`config.mk`:
```
export PLATFORM = sky130hd
export DESIGN_NAME = add_pipe
export DESIGN_NICKNAME = d
export VERILOG_FILES = /design/src/rtl/add_pipe_pkg.sv /design/src/rtl/add_pipe_stage.sv /design/src/rtl/add_pipe.sv
export SDC_FILE = /design/constraint.sdc
export NUM_CORES = 1
export LEC_CHECK = 0
export CAP_MARGIN = 0
export CORE_MARGIN = 2
export CORE_UTILIZATION = 50
export DETAILED_ROUTE_END_ITERATION = 6
export PLACE_DENSITY = 0.69
export SYNTH_ARGS = -nofsm -noshare
export SYNTH_HDL_FRONTEND = slang
export SYNTH_SLANG_ARGS = --single-unit
```
`constraint.sdc`:
```
create_clock -name clk -period 3.7 [get_ports clk]
set_clock_uncertainty 0.2 [all_clocks]
set_input_delay 1.11 -clock clk [delete_from_list [all_inputs] [get_ports clk]]
set_output_delay 1.11 -clock clk [all_outputs]
set_load 0.01 [all_outputs]
```
`src/rtl/add_pipe_pkg.sv`:
```
// ============================================================================
// Module      : add_pipe_pkg
// Description : Shared mode encoding and helpers for the add_pipe block.
// Revision    : 1.0 - initial release
// ============================================================================
`default_nettype none

package add_pipe_pkg;

    localparam int MODE_W = 2;

    typedef enum logic [MODE_W-1:0] {
        MODE_ADD = 2'd0,
        MODE_SUB = 2'd1,
        MODE_ACC = 2'd2,
        MODE_CLR = 2'd3
    } mode_e;

    // Modes whose accepted transfer rewrites the running accumulator.
    function automatic logic touches_acc(input mode_e m);
        return (m == MODE_ACC) || (m == MODE_CLR);
    endfunction

endpackage

`default_nettype wire

```
`src/rtl/add_pipe_stage.sv`:
```
// ============================================================================
// Module      : add_pipe_stage
// Description : One pipeline slot: valid flag plus payload, loaded on enable.
// Revision    : 1.0 - initial release
// ============================================================================
`default_nettype none

module add_pipe_stage #(
    parameter int PW = 18
) (
    input  logic          clk,
    input  logic          rst_n,
    input  logic          en,
    input  logic          in_valid,
    input  logic [PW-1:0] in_data,
    output logic          out_valid,
    output logic [PW-1:0] out_data
);

    logic          r_valid;
    logic [PW-1:0] r_data;

    // Bubbles are loaded like real entries so the slot order is preserved.
    always_ff @(posedge clk) begin
        if (!rst_n) begin
            r_valid <= 1'b0;
            r_data  <= '0;
        end else if (en) begin
            r_valid <= in_valid;
            r_data  <= in_data;
        end
    end

    assign out_valid = r_valid;
    assign out_data  = r_data;

endmodule

`default_nettype wire

```
`src/rtl/add_pipe.sv`:
```
// ============================================================================
// Module      : add_pipe
// Description : Pipelined add/sub/accumulate unit with valid/ready handshake.
//               Optional macro ADD_PIPE_SAT_EN selects unsigned saturation.
// Revision    : 1.0 - initial release
// ============================================================================
`default_nettype none

module add_pipe
    import add_pipe_pkg::*;
#(
    parameter int WIDTH = 16,
    parameter int LAT   = 2
) (
    input  logic              clk,
    input  logic              rst_n,
    input  logic              in_valid,
    output logic              in_ready,
    input  logic [WIDTH-1:0]  a,
    input  logic [WIDTH-1:0]  b,
    input  logic [MODE_W-1:0] mode,
    output logic              out_valid,
    input  logic              out_ready,
    output logic [WIDTH-1:0]  c,
    output logic              cout,
    output logic              ovf
);

    localparam int PW = WIDTH + 2;

    mode_e            w_mode;
    logic             w_advance;
    logic             w_accept;
    logic [WIDTH:0]   w_sum;
    logic [WIDTH:0]   w_diff;
    logic [WIDTH:0]   w_accsum;
    logic [WIDTH-1:0] w_raw;
    logic [WIDTH-1:0] w_res;
    logic             w_cout;
    logic             w_ovf;
    logic [WIDTH-1:0] r_acc;

    logic             w_vld [LAT+1];
    logic [PW-1:0]    w_dat [LAT+1];

    assign w_mode    = mode_e'(mode);
    assign w_advance = !out_valid || out_ready;
    assign in_ready  = w_advance;
    assign w_accept  = in_valid && w_advance;

    assign w_sum    = {1'b0, a} + {1'b0, b};
    assign w_diff   = {1'b0, a} - {1'b0, b};
    assign w_accsum = {1'b0, r_acc} + {1'b0, a};

    // SUB reports "no borrow" on cout, so the borrow bit is inverted.
    always_comb begin
        w_raw  = '0;
        w_cout = 1'b0;
        w_ovf  = 1'b0;
        case (w_mode)
            MODE_ADD: begin
                w_raw  = w_sum[WIDTH-1:0];
                w_cout = w_sum[WIDTH];
                w_ovf  = (a[WIDTH-1] == b[WIDTH-1]) && (w_sum[WIDTH-1] != a[WIDTH-1]);
            end
            MODE_SUB: begin
                w_raw  = w_diff[WIDTH-1:0];
                w_cout = !w_diff[WIDTH];
                w_ovf  = (a[WIDTH-1] != b[WIDTH-1]) && (w_diff[WIDTH-1] != a[WIDTH-1]);
            end
            MODE_ACC: begin
                w_raw  = w_accsum[WIDTH-1:0];
                w_cout = w_accsum[WIDTH];
                w_ovf  = (r_acc[WIDTH-1] == a[WIDTH-1]) && (w_accsum[WIDTH-1] != a[WIDTH-1]);
            end
            default: begin
                w_raw  = '0;
                w_cout = 1'b0;
                w_ovf  = 1'b0;
            end
        endcase
    end

`ifdef ADD_PIPE_SAT_EN
    always_comb begin
        w_res = w_raw;
        if (((w_mode == MODE_ADD) || (w_mode == MODE_ACC)) && w_cout) begin
            w_res = '1;
        end else if ((w_mode == MODE_SUB) && !w_cout) begin
            w_res = '0;
        end
    end
`else
    assign w_res = w_raw;
`endif

    // CLR produces a zero result, so storing w_res covers both ACC and CLR.
    always_ff @(posedge clk) begin
        if (!rst_n) begin
            r_acc <= '0;
        end else if (w_accept && touches_acc(w_mode)) begin
            r_acc <= w_res;
        end
    end

    assign w_vld[0] = in_valid;
    assign w_dat[0] = {w_res, w_cout, w_ovf};

    generate
        for (genvar gi = 0; gi < LAT; gi++) begin : g_stage
            add_pipe_stage #(
                .PW (PW)
            ) u_stage (
                .clk       (clk),
                .rst_n     (rst_n),
                .en        (w_advance),
                .in_valid  (w_vld[gi]),
                .in_data   (w_dat[gi]),
                .out_valid (w_vld[gi+1]),
                .out_data  (w_dat[gi+1])
            );
        end
    endgenerate

    assign out_valid        = w_vld[LAT];
    assign {c, cout, ovf}   = w_dat[LAT];

endmodule

`default_nettype wire

```
==> impl_metrics.json <==
{
  "grt_use_met1_pct": 34.8,
  "reg2regPathDepth": 8,
  "hp-start": "g_stage[0].u_stage.out_data[5]",
  "cp-end-kind": "flip-flop",
  "grt.overflow.total": 0,
  "htreeDepth": 2,
  "fmax_mhz": 277,
  "ff2ff_setup_slack_ns": 1.12,
  "syn_avg_cell_area_um2": 7.49,
  "rr_endpoint": "r_acc[12]",
  "critPathMaxFanout": 5,
  "tightest_slew_ns": 0.636,
  "antenna_found_initial": 0,
  "grt_pass1_vias": 4930,
  "root_buffer": "clkbuf_8",
  "wl_mm": 13.8,
  "power_density_nw_per_um2": 278,
  "synth_cell_types": 67,
  "grt_max_degree": 56,
  "layout.nets": 824,
  "ys_top_cells_by_area": "dfxtp_1 24%, ha_1 13%, a21oi_1 7.5%, nand2_1 6.0%, o21ai_0 4.0%",
  "post-route-min-period_ns": 3.61,
  "dr.pass1.iters": 5,
  "cts_sinks": 54,
  "port_buffers": 57,
  "timing.rr.start": "r_acc[7]",
  "timing.final.crit_share_pct": 97.5,
  "hold_viol": 0,
  "worstHoldEndpoint": "g_stage[1].u_stage.out_data[5]",
  "insertion_delay_ns": 0.31,
  "fin_ws_ns": 0.0913,
  "setup_violations": 0,
  "grtUsageMet3_pct": 3.37,
  "seqCellArea_um2": 1080,
  "crit_chain": "clkdlybuf4s50_1 -> inv_1 -> ha_1 -> nor3b_1 -> buf_4 -> a2111oi_4 -> nor3_2 -> o41ai_4 -> buf_4 -> o21bai_1 -> a21oi_1 -> o221ai_1",
  "netlist_area_um2": 4560,
  "ys_warn_count": 0,
  "slew_headroom_pct": 57.6,
  "ir_drop_uv": 223,
  "std_cell_rows": 34,
  "ys_seq_area_share_pct": 23.7,
  "grt_use_total_pct": 28.3,
  "leakagePower_nw": 2.55,
  "vias": 4971,
  "cts_setup_buffers": 0,
  "ant_nets": 0,
  "top_usage_layer": "met2",
  "drive_gt1_share_pct": 18.5,
  "layout.cells.non_filler": 843,
  "synth_top_area_share_pct": 23.7,
  "area_delta_synth_final_pct": 32.5,
  "io_pins": 58,
  "core_area_um2": 8760,
  "status": "complete, no violations",
  "place_congestion": 0.927,
  "hold_class": "reg2reg",
  "die_h_um": 99.5,
  "path_clk_slew_ns": 0.10,
  "crit_type": "in2reg",
  "ctsLongestPathBuffers": 2,
  "synth_edf_count": 0,
  "async_reset_ff_share_pct": 0,
  "synth-seq-cells": 54,
  "worstHoldPathCells": 2,
  "drt_iter0_markers": 236,
  "maxCapViolCount": 0,
  "fp.dieW_um": 99.5,
  "multi_input_area_um2": 3300,
  "nFillCells": 783,
  "drc_errors": 0,
  "drv_slew": 0,
  "die_area_um2": 9890,
  "grt_pass1_wl_mm": 22.8,
  "worstPathRequired_ns": 3.69,
  "synth_top_area_cell": "dfxtp_1",
  "worstSetupStartpointType": "primary input",
  "worstPathArrival_ns": 3.60,
  "cpPeakStageDelay_ns": 0.49,
  "slowest_stage": "clkdlybuf4s50_1",
  "met2_usage_pct": 50.8,
  "finalSetupTns_ns": 0,
  "dpl.hpwl_mm": 11.1,
  "dp_cells": 836,
  "synth_ff_type": "dfxtp_1",
  "antennaDiodeCount": 0,
  "totalPowerFinal_mw": 1.68,
  "syn_inst": 608,
  "viasPerCell": 5.90,
  "cpMostUsedCell": "buf_4",
  "cts_tree": "built",
  "start_util_pct": 52.0,
  "cts-buffers-inserted": 5,
  "place_ws_ns": -0.292,
  "avgRoutedWirePerCell_um": 16.4,
  "synth_nets": 697
}
-- layout by cell type, fill, tap and decap left out, types with 4 or more instances in the layout --
cell / n
xnor2_1: 9
nor2b_1: 8
o21ai_0: 36
o21bai_1: 6
a211oi_1: 14
nor3b_1: 4
nand2_1: 73
a211o_1: 7
nor2_1: 45
o221ai_1: 4
buf_4: 95
clkbuf_8: 5
or3_1: 10
ha_1: 47
nand4_1: 7
xor2_1: 4
nor4_1: 4
nand2b_1: 7
a31oi_1: 13
o2111ai_1: 4
a21oi_2: 5
a21o_1: 5
o211ai_1: 10
dfxtp_1: 54
inv_1: 39
nand3_1: 12
nor3_1: 15
o21a_1: 8
and3_1: 5
a21oi_1: 64
clkdlybuf4s50_1: 57
-- cell usage after synthesis (11+ instances only) --
master and n:
a211oi_1 16, o21ai_0 36, ha_1 48, nand2_1 73
a31oi_1 14, clkbuf_1 23, a21oi_1 68, inv_1 39
dfxtp_1 54, nor3_1 15, nand3_1 12, nor2_1 45
nor2b_1 11
-- through the flow --
step | hold slack, ns | area, um2 | util (%)
2_1_floorplan | 0.232 | 4560 | -
3_3_place_gp | 0.239 | 5840 | 66.7
3_5_place_dp | 0.245 | 5840 | 66.7
4_1_cts | 0.255 | 5930 | 67.6
5_1_grt | 0.274 | 6040 | 68.9
6_report | 0.255 | 6040 | 68.9
-- routing by layer --
metal | part of all wire [%] | up-vias | wire (um)
met4 | 3.1 | 0 | 421
met1 | 44 | 2372 | 6020
met2 | 50 | 105 | 6930
met3 | 3.1 | 31 | 430
met5 | 0 | - | 0
li1 | - | 2463 | -
-- worst max-delay path: cells and delay by family --
kind                     cells  cell delay [ns]
AO/OA/AOI/OAI                5             1.09
adder cells (fa/ha/maj)      1             0.35
buffers and inverters        4             0.85
AND/OR/NAND/NOR              2             0.19
-- report_power, final --
group | total [mW] | switching [mW] | internal, mW
Clock | 0.325 | 0.195 | 0.130
Sequential | 0.652 | 0.0254 | 0.626
Combinational | 0.703 | 0.366 | 0.337
-- logic make-up after synthesis --
kind of cell,synth area share [%]
simple gates,21.6
xor+xnor,2.50
fa+ha+maj,14.5
compound gates,30.5
buf+inv,6.23
flops,23.7
mux,0.934
-- layout make-up --
cell class	count	share of cell area (%)
clock buffer	5	1.14
clock inverter	2	0.249
inverter	40	2.49
multi-input combinational	482	54.7
sequential	54	17.9
tap	108	2.24
timing repair buffer	152	21.3
-- registers in the layout, indices dropped and copies added (netlist names) --
register                   cells
g_stage.u_stage.out_valid      2
r_acc                         16
g_stage.u_stage.out_data      36
-- worst max-delay path by stage --
stage | to | depth (start not counted) | slack [ns] | start
6_report | g_stage[0].u_stage.out_data[1] | 12 | 0.09 | b[5]
5_1_grt | g_stage[0].u_stage.out_data[1] | 12 | -0.0002 | b[5]
2_1_floorplan | in_ready | 5 | 0.43 | out_ready
3_3_place_gp | g_stage[0].u_stage.out_data[1] | 12 | -0.26 | b[5]
3_5_place_dp | r_acc[15] | 11 | -0.29 | a[1]
4_1_cts | g_stage[0].u_stage.out_data[1] | 12 | 0.04 | b[5]
-- repair_timing --
action                                  CTS  global route
endpoints found under the setup margin    0            12
hold buffers                              0             0
gates resized for setup                   0            22
(Power assumes the default switching activity.)
